**src/rtl/spin_lattice_sweeper.sv**
```systemverilog
// spin_lattice_sweeper: drives one Ising spin-update cell across an internal
// W x H periodic lattice in checkerboard order (even sites, then odd sites).
// Optional feature macro: SWEEPER_MAG_EN. When it is defined, mag tracks the
// net magnetization. When it is undefined, mag is tied to zero.
module spin_lattice_sweeper #(
  parameter int W        = 16,
  parameter int H        = 16,
  parameter int CELL_LAT = 2,
  localparam int AW      = $clog2(W*H)
) (
  input  logic                 clk,
  input  logic                 rst_n,
  input  logic                 start,
  input  logic [15:0]          sweeps,
  output logic                 busy,
  output logic                 done,
  input  logic [31:0]          rand_in,
  output logic                 rand_req,
  output logic                 cell_spin,
  output logic                 cell_left,
  output logic                 cell_right,
  output logic                 cell_top,
  output logic                 cell_bottom,
  output logic [31:0]          cell_rand32,
  output logic                 cell_enable,
  input  logic                 cell_result,
  input  logic [AW-1:0]        rd_addr,
  output logic                 rd_spin,
  output logic signed [AW+1:0] mag
);

  localparam int XW = $clog2(W);
  localparam int YW = $clog2(H);
  localparam int CW = (CELL_LAT > 1) ? $clog2(CELL_LAT) : 1;

  typedef enum logic [1:0] {IDLE = 2'd0, PRESENT = 2'd1, WRITE = 2'd2, DONE = 2'd3} state_t;

  // Site address is {y, x} because W is a power of two (addr = y*W + x).
  function automatic logic spin_at(input logic [W*H-1:0] lat,
                                   input logic [YW-1:0]  yy,
                                   input logic [XW-1:0]  xx);
    spin_at = lat[{yy, xx}];
  endfunction

  state_t          state_q, state_d;
  logic [XW-1:0]   x_q, x_d;
  logic [YW-1:0]   y_q, y_d;
  logic            phase_q, phase_d;
  logic [15:0]     sweeps_q, sweeps_d;
  logic [CW-1:0]   lat_cnt_q, lat_cnt_d;
  logic [W*H-1:0]  lattice_q, lattice_d;
  logic            busy_q, busy_d;
  logic            done_q, done_d;
  logic            rand_req_q, rand_req_d;
  logic            cell_enable_q, cell_enable_d;
  logic            cell_spin_q, cell_spin_d;
  logic            cell_left_q, cell_left_d;
  logic            cell_right_q, cell_right_d;
  logic            cell_top_q, cell_top_d;
  logic            cell_bottom_q, cell_bottom_d;
  logic [31:0]     cell_rand32_q, cell_rand32_d;
  logic            rd_spin_q, rd_spin_d;
  logic            enter_present_s;
  logic [AW-1:0]   site_s;

  assign site_s = {y_q, x_q};

  // Next-state, site sequencing and cell-interface values
  always_comb begin
    state_d         = state_q;
    x_d             = x_q;
    y_d             = y_q;
    phase_d         = phase_q;
    sweeps_d        = sweeps_q;
    lat_cnt_d       = lat_cnt_q;
    lattice_d       = lattice_q;
    busy_d          = busy_q;
    done_d          = 1'b0;
    rand_req_d      = 1'b0;
    cell_enable_d   = cell_enable_q;
    cell_spin_d     = cell_spin_q;
    cell_left_d     = cell_left_q;
    cell_right_d    = cell_right_q;
    cell_top_d      = cell_top_q;
    cell_bottom_d   = cell_bottom_q;
    cell_rand32_d   = cell_rand32_q;
    rd_spin_d       = lattice_q[rd_addr];
    enter_present_s = 1'b0;

    case (state_q)
      IDLE: begin
        if (start) begin
          if (sweeps != 16'd0) begin
            sweeps_d        = sweeps;
            x_d             = '0;
            y_d             = '0;
            phase_d         = 1'b0;
            busy_d          = 1'b1;
            enter_present_s = 1'b1;
          end else begin
            state_d = DONE;
            done_d  = 1'b1;
          end
        end else begin
          state_d = IDLE;
        end
      end
      PRESENT: begin
        if (rand_req_q) begin
          cell_rand32_d = rand_in;
        end else begin
          cell_rand32_d = cell_rand32_q;
        end
        if (lat_cnt_q == CW'(CELL_LAT - 1)) begin
          state_d       = WRITE;
          cell_enable_d = 1'b0;
        end else begin
          lat_cnt_d = lat_cnt_q + CW'(1);
        end
      end
      WRITE: begin
        lattice_d[site_s] = cell_result;
        // Raster walk restricted to sites of the current parity: step x by 2,
        // and at row end move to the first matching x of the next row.
        if (x_q[XW-1:1] != (XW-1)'(W/2 - 1)) begin
          x_d             = x_q + XW'(2);
          enter_present_s = 1'b1;
        end else if (y_q != YW'(H - 1)) begin
          y_d             = y_q + YW'(1);
          x_d             = {{(XW-1){1'b0}}, (~y_q[0]) ^ phase_q};
          enter_present_s = 1'b1;
        end else if (phase_q == 1'b0) begin
          phase_d         = 1'b1;
          x_d             = XW'(1);
          y_d             = '0;
          enter_present_s = 1'b1;
        end else begin
          sweeps_d = sweeps_q - 16'd1;
          if (sweeps_q != 16'd1) begin
            phase_d         = 1'b0;
            x_d             = '0;
            y_d             = '0;
            enter_present_s = 1'b1;
          end else begin
            state_d = DONE;
            busy_d  = 1'b0;
            done_d  = 1'b1;
          end
        end
      end
      DONE: begin
        state_d = IDLE;
        busy_d  = 1'b0;
      end
      default: begin
        state_d = IDLE;
        busy_d  = 1'b0;
      end
    endcase

    // Neighbours come from the post-write lattice so a fresh result is never missed.
    if (enter_present_s) begin
      state_d       = PRESENT;
      lat_cnt_d     = '0;
      rand_req_d    = 1'b1;
      cell_enable_d = 1'b1;
      cell_spin_d   = spin_at(lattice_d, y_d, x_d);
      cell_left_d   = spin_at(lattice_d, y_d, x_d - XW'(1));
      cell_right_d  = spin_at(lattice_d, y_d, x_d + XW'(1));
      cell_top_d    = spin_at(lattice_d, y_d - YW'(1), x_d);
      cell_bottom_d = spin_at(lattice_d, y_d + YW'(1), x_d);
    end else begin
      lat_cnt_d = lat_cnt_d;
    end
  end

  // Registers for FSM, lattice, read port and all outputs
  always_ff @(posedge clk or negedge rst_n) begin
    if (!rst_n) begin
      state_q       <= IDLE;
      x_q           <= '0;
      y_q           <= '0;
      phase_q       <= 1'b0;
      sweeps_q      <= 16'd0;
      lat_cnt_q     <= '0;
      lattice_q     <= '1;
      busy_q        <= 1'b0;
      done_q        <= 1'b0;
      rand_req_q    <= 1'b0;
      cell_enable_q <= 1'b0;
      cell_spin_q   <= 1'b0;
      cell_left_q   <= 1'b0;
      cell_right_q  <= 1'b0;
      cell_top_q    <= 1'b0;
      cell_bottom_q <= 1'b0;
      cell_rand32_q <= 32'd0;
      rd_spin_q     <= 1'b0;
    end else begin
      state_q       <= state_d;
      x_q           <= x_d;
      y_q           <= y_d;
      phase_q       <= phase_d;
      sweeps_q      <= sweeps_d;
      lat_cnt_q     <= lat_cnt_d;
      lattice_q     <= lattice_d;
      busy_q        <= busy_d;
      done_q        <= done_d;
      rand_req_q    <= rand_req_d;
      cell_enable_q <= cell_enable_d;
      cell_spin_q   <= cell_spin_d;
      cell_left_q   <= cell_left_d;
      cell_right_q  <= cell_right_d;
      cell_top_q    <= cell_top_d;
      cell_bottom_q <= cell_bottom_d;
      cell_rand32_q <= cell_rand32_d;
      rd_spin_q     <= rd_spin_d;
    end
  end

`ifdef SWEEPER_MAG_EN
  logic signed [AW+1:0] mag_q, mag_d;

  // Magnetization moves by +/-2 only when the written spin actually flips
  always_comb begin
    mag_d = mag_q;
    if ((state_q == WRITE) && (cell_result != lattice_q[site_s])) begin
      if (cell_result) begin
        mag_d = mag_q + (AW+2)'(2);
      end else begin
        mag_d = mag_q - (AW+2)'(2);
      end
    end else begin
      mag_d = mag_q;
    end
  end

  // Magnetization register; the reset lattice is all up
  always_ff @(posedge clk or negedge rst_n) begin
    if (!rst_n) begin
      mag_q <= (AW+2)'(W*H);
    end else begin
      mag_q <= mag_d;
    end
  end

  assign mag = mag_q;
`else
  assign mag = '0;
`endif

  assign busy        = busy_q;
  assign done        = done_q;
  assign rand_req    = rand_req_q;
  assign cell_enable = cell_enable_q;
  assign cell_spin   = cell_spin_q;
  assign cell_left   = cell_left_q;
  assign cell_right  = cell_right_q;
  assign cell_top    = cell_top_q;
  assign cell_bottom = cell_bottom_q;
  assign cell_rand32 = cell_rand32_q;
  assign rd_spin     = rd_spin_q;

endmodule
```
**config.mk**
```make
export PLATFORM = sky130hd
export DESIGN_NAME = spin_lattice_sweeper
export DESIGN_NICKNAME = d
export VERILOG_FILES = /design/src/rtl/spin_lattice_sweeper.sv
export SDC_FILE = /design/constraint.sdc
export NUM_CORES = 1
export LEC_CHECK = 0
export CAP_MARGIN = 20
export CORE_MARGIN = 2
export CORE_UTILIZATION = 40
export CTS_CLUSTER_SIZE = 14
export DETAILED_ROUTE_END_ITERATION = 16
export SLEW_MARGIN = 20
export SYNTH_ARGS = -nofsm -noshare
export SYNTH_HDL_FRONTEND = slang
export SYNTH_SLANG_ARGS = --single-unit
```
**constraint.sdc**
```tcl
create_clock -name clk -period 16.7 [get_ports clk]
set_clock_uncertainty 0.15 [all_clocks]
set_input_delay 3.34 -clock clk [delete_from_list [all_inputs] [get_ports clk]]
set_output_delay 3.34 -clock clk [all_outputs]
set_load 0.01 [all_outputs]
```
### Yosys cells after proc, flatten, opt, wreduce, memory -nomap -nowiden

Cells that the tools add are included.

* logic and storage cells: 146
* register bits after elaboration: 326
* input port bits: 60
* output and inout port bits: 52

* magnitude comparators: 8
* add/sub/neg operators: 8
* bitwise logic cells: 2
* equal/unequal tests: 18
* multiplexer cells: 79
* reductions and logical operators: 13

Operators with widths (number)
* bitwise mux 256 bit: 1
* two-way mux 256 bit: 1
* two-way mux 16 bit: 5
* less-than comparator 8 x 9 -> 1 bit, second input constant: 7
* binary-select mux 1 bit (select 8 bit): 6
* two-way mux 4 bit: 12
* two-way mux 1 bit: 37
* case mux 16 bit (2 select lines): 1
* != test 3 bit, second input constant: 6
* two-way mux 2 bit: 8
* != test 16 x 1 -> 1 bit, second input constant: 1
* case mux 4 bit (2 select lines): 2
* nonzero test 16 bit: 1
* subtractor 16 x 1 -> 16 bit, second input constant: 1
* adder 4 x 1 -> 4 bit, second input constant: 3
* != test 2 bit, second input constant: 6
* AND reduction 6 bit: 2
* demux 1 bit (select 8 bit): 1
* >= comparator 8 x 1 -> 1 bit, second input constant: 1
* != test 4 bit, second input constant: 2
* case mux 2 bit (4 select lines): 1
* subtractor 4 x 1 -> 4 bit, second input constant: 2
* AND reduction 7 bit: 1
* case mux 1 bit (2 select lines): 3
* other kinds (13): 17

### Depth between registers and ports, before layout

* word-level depth: 9
* mapped depth: 25

### Least setup slack after synthesis

OpenSTA, ideal clock, no wires.

* path kind: input-to-reg
* start point: in sweeps[10]
* end point: reg cell_right_q, in the netlist cell_right
* data required time: 16427 ps
* stages: 20
* library setup time: 123 ps
* buffers on the path: 8
* arrival: 7626 ps
* setup slack: 8801 ps
* path through: nor4_1 a41oi_1 nor2b_1 clkbuf_1 nor2_1 inv_1 buf_2 buf_2 buf_2 buf_1 ha_1 xnor2_1 buf_4 clkbuf_1 buf_2 o211ai_1 a31oi_1 a21oi_1 or3_1 o221a_2

* cells in the longest elaborated chain, start to end: 7

Ends and longest elaborated chain
* start: declaration: line 14 `input logic [15:0] sweeps,`
* nonzero test 16 bit: line 93 `if (sweeps != 16'd0) begin`
* two-way mux 4 bit: line 93
* two-way mux 4 bit: line 92 `if (start) begin`
* case mux 4 bit (2 select lines): line 90 `case (state_q)`
* net x_d[0]: line 46 `logic [XW-1:0] x_q, x_d;`
* adder 4 x 1 -> 4 bit: line 169 `cell_right_d = spin_at(lattice_d, y_d, x_d + XW'(1));`
* binary-select mux 1 bit (select 8 bit): line 42 `spin_at = lat[{yy, xx}];`
* two-way mux 1 bit (not written as such): line 42
* end signal: assignment: line 212 `cell_right_q <= cell_right_d;`
* end: declaration: line 58 `logic cell_right_q, cell_right_d;`

The timed path passes the listed nets, and every way through them passes these cells. The select of a mux whose other input is x is not followed.
A chain may end at the register's enable or synchronous reset.

### Worst setup path in the final report

* start point: in sweeps[1]
* end point: reg cell_bottom_q, in the netlist cell_bottom

* cells in the longest elaborated chain, start to end: 7

Ends and longest elaborated chain
* nonzero test 16 bit (*): line 93
* two-way mux 4 bit: line 93
* two-way mux 4 bit: line 92
* case mux 4 bit (2 select lines): line 90
* adder 4 x 1 -> 4 bit: line 171 `cell_bottom_d = spin_at(lattice_d, y_d + YW'(1), x_d);`
* binary-select mux 1 bit (select 8 bit): line 42
* two-way mux 1 bit (not written as such): line 42
* end signal: assignment: line 214 `cell_bottom_q <= cell_bottom_d;`
* end: declaration: line 60 `logic cell_bottom_q, cell_bottom_d;`

Mark *: on every way between the ends. The rest lies on a longest branch, timed or not. The select of a mux whose other input is x is not followed.

==> run metrics <==
fin crit period 9185 ps; critical-path cell list clkdlybuf4s50_1, nor4_1, a41oi_1, nor2b_4, nor2_4, inv_6, buf_4, buf_4, o21ai_0, o2bb2ai_1, a221oi_1, nor4_1, o31ai_1, a41oi_1; crit end category flip-flop; Inserted Clock Buffers between 40 and 50; share of layout cells above drive strength 1 between 20% and 30%; FF-to-FF setup slack 9860 ps; setup tns final 0 ps; Synth Instances 2,763; Die H roughly 250 um; Slew HR 22.02%; Crit-path slowest cell a221oi_1; synth unique cells 84; Pins Over Slew Limit 0; FF-to-FF End cell_bottom; final setup violation count 0; maximum clock frequency 108.9 MHz; non-filler instance count after layout ~3,600; Die ar. 64,030 um2; Final HPWL DP 73,800 um; DP Cell Count 3,475; R2R cell count 16; Hold EP cell_enable; CTS root buffer clkbuf_16; First DRT Iteration DRCs 3,431; outcome finished clean; hold_buf cts 0; nets 2,806; Peak VDD IR between 0.05 and 0.06 mV; CP startpoint kind primary input; Worst Setup Slack post-DPL 7108 ps; post-CTS sizing 0; Reg clk slew, reported paths 60 ps; largest net degree at the start of global routing about 170; Post-synth ARST share 100.0%; Area contributors post-synth dfstp_2 (27%), mux4_2 (10%), mux2_2 (7.5%), dfrtp_1 (7.1%), mux2i_1 (6.6%); Mapped Area about 25,000 um2; crit-path max FO 75; Final Worst Setup Slack 7515 ps; drt first pass iters 8; die width 253.0 um; CP Class in -> reg; Post-synth top flop dfstp_2; global route total overflow 0; Avg Cell Area, Syn 8.978 um2; post-synth top area cell dfstp_2; Max Cap Violations 0; Via-to-Cell Ratio roughly 6.7; GR Util All Layers 33.39%; crit-path leading delay family buffers and inverters; initial antenna violation count 2; synth cell count leaders nor2_1 (303), dfstp_2 (256), nand2_1 (237), mux2_2 (166), a21oi_1 (165); number of synthesized flops with an enable pin 0; CP arrival 9480 ps; RR Startpoint sweeps_q[1]; via count ~24,000; Worst Path Required 17,000 ps; Clock Latency Late Sink 590 ps; WL/cell 30.37 um; ANT nets after route 0; count leader, synth nor2_1; endpoints failing hold 0; post-CTS setup buffers 0; LEAKAGE 11.03 nW; PD cells 67.98 nW/um2; Worst Tran Pin Value 1167 ps; first-pass GRT wire length about 160,000 um; CTS tree built; drt drc 0; port bufs 101; I/O pin cnt approximately 110; Initial Util 40.35%; worst path bufs/invs 4; routed wire length 107,900 um; worst hold start cell_enable; #FFs+latches synth 326; H-tree Lvls 2; Yosys warnings 0; GP Congestion 1.030; Fill cells 5,840; clk sinks 326; Area Growth Syn to Fin 12.72%; clock buffer depth 3; core box area a little over 60,000 um2; Hold Path Class reg -> reg; RSZ-0062 raised after global routing false; Final period util 55.00%; sequential area share after synthesis between 30% and 40%; share of the synthesized area in the top cell type a little over a quarter; # rows 91; Worst Hold Depth 2; Worst path max stage delay about 800 ps; number of global-route vias before repair between 20,000 and 25,000
[flip-flops by register name, summed over array words and instances, names as in the netlist]
register and cells:
busy 1, cell_bottom 1, cell_enable 1, cell_left 1
cell_rand32 32, cell_right 1, cell_spin 1, cell_top 1
done 1, lat_cnt_q 1, lattice_q 256, phase_q 1
rand_req 1, rd_spin 1, state_q 2, sweeps_q 16
x_q 4, y_q 4
[worst max-delay path by stage]
stage               start  cells past startpoint     endpoint  slack (ps)
6_report        sweeps[1]                     14  cell_bottom        7510
5_1_grt         sweeps[0]                     15  cell_bottom        7180
4_1_cts         sweeps[1]                     14  cell_bottom        7700
3_5_place_dp    sweeps[1]                     14  cell_bottom        7110
3_3_place_gp        start                     13    cell_left        6730
2_1_floorplan  sweeps[10]                     20   cell_right        8800
[per-layer routing]
layer / share of wire, % / up-vias / GRT usage, % / wire (um)
li1: - / 10023 / - / -
met3: 12 / 361 / 10.67 / 13000
met1: 39 / 11878 / 43.99 / 42490
met5: 0 / - / 0 / 0
met4: 6.6 / 0 / 18.99 / 7100
met2: 42 / 1612 / 48.16 / 45320
[power by group]
group | internal (mW) | switching [mW] | total (mW)
clock network | 0.551 | 0.370 | 0.921
logic | 0.0654 | 0.0879 | 0.153
registers | 0.818 | 0.00847 | 0.826
total | 1.43 | 0.467 | 1.90
[layout by cell type (no fill, tap or decap), types with 7 or more instances in the layout]
cell type and count:
a31oi_1 35, nand2_1 235, a211oi_1 49, mux2i_1 163
clkbuf_16 42, or4_1 10, conb_1 10, mux2_2 166
a311oi_1 14, nor4_1 19, a31o_2 7, a221oi_1 8
dfstp_2 256, o311ai_0 7, a21o_1 13, o22ai_1 29
clkdlybuf4s50_1 96, nor3_1 115, nand3_1 121, o21ai_0 120
clkbuf_1 9, mux4_2 113, ha_1 16, o31ai_1 25
dfrtp_1 70, clkinv_2 9, a22oi_1 8, o211ai_1 56
or3_1 41, nand4_1 16, a21oi_1 165, nor2b_1 8
o2111ai_1 9, and2_1 9, buf_4 75, inv_1 138
nand2b_1 18, and3_1 20, clkbuf_8 9, nor2_1 302
[worst reg2reg max path: stages (launching register included)]
cell       delay (ps)
dfrtp_1           370
inv_1              90
ha_1              160
or4b_1            490
nor4_1            600
and3_1            320
o21a_2            620
nor2_4            250
inv_6             500
buf_4             630
buf_4             740
o21ai_0           260
o2bb2ai_1         190
a221oi_1          790
nor4_1            100
o31ai_1           290
a41oi_1           140
[stage by stage]
stage                     cell area, um2  total power [mW]  hold WS [ps]  util [%]
after CTS                          27930             1.916         334.3     45.43
final                              27960             1.901         332.1     45.48
after global placement             26450            0.9851         314.9     43.02
after detailed placement           26540            0.9881         319.2     43.16
after floorplan                    24840            0.9163         323.2         -
after global routing               27960             1.960         371.7     45.47
[layout make-up]
cell class	count	area (um2)	area share [%]
Timing Repair Buffer	178	1658	5.929
Sequential cell	326	8478	30.32
Multi-Input combinational cell	2038	14900	53.27
Tap cell	790	988.4	3.535
Clock inverter	15	182.7	0.6533
Antenna cell	2	5.005	0.01790
Inverter	144	546.8	1.955
Clock buffer	60	1209	4.322
[cells by family (layout without fill, tap and decap cells)]
logic type,after synthesis,after routing,share of synthesized area (%)
multiplexers,445,445,24.52
adder cells (fa/ha/maj),17,17,0.8574
flip-flops,326,326,34.18
AND/OR/NAND/NOR,954,954,17.81
XOR/XNOR,15,15,0.5599
buffers and inverters,408,397,6.617
AO/OA/AOI/OAI,597,597,15.44
other,1,12,0.01512
Power figures use the tool's default switching activity.
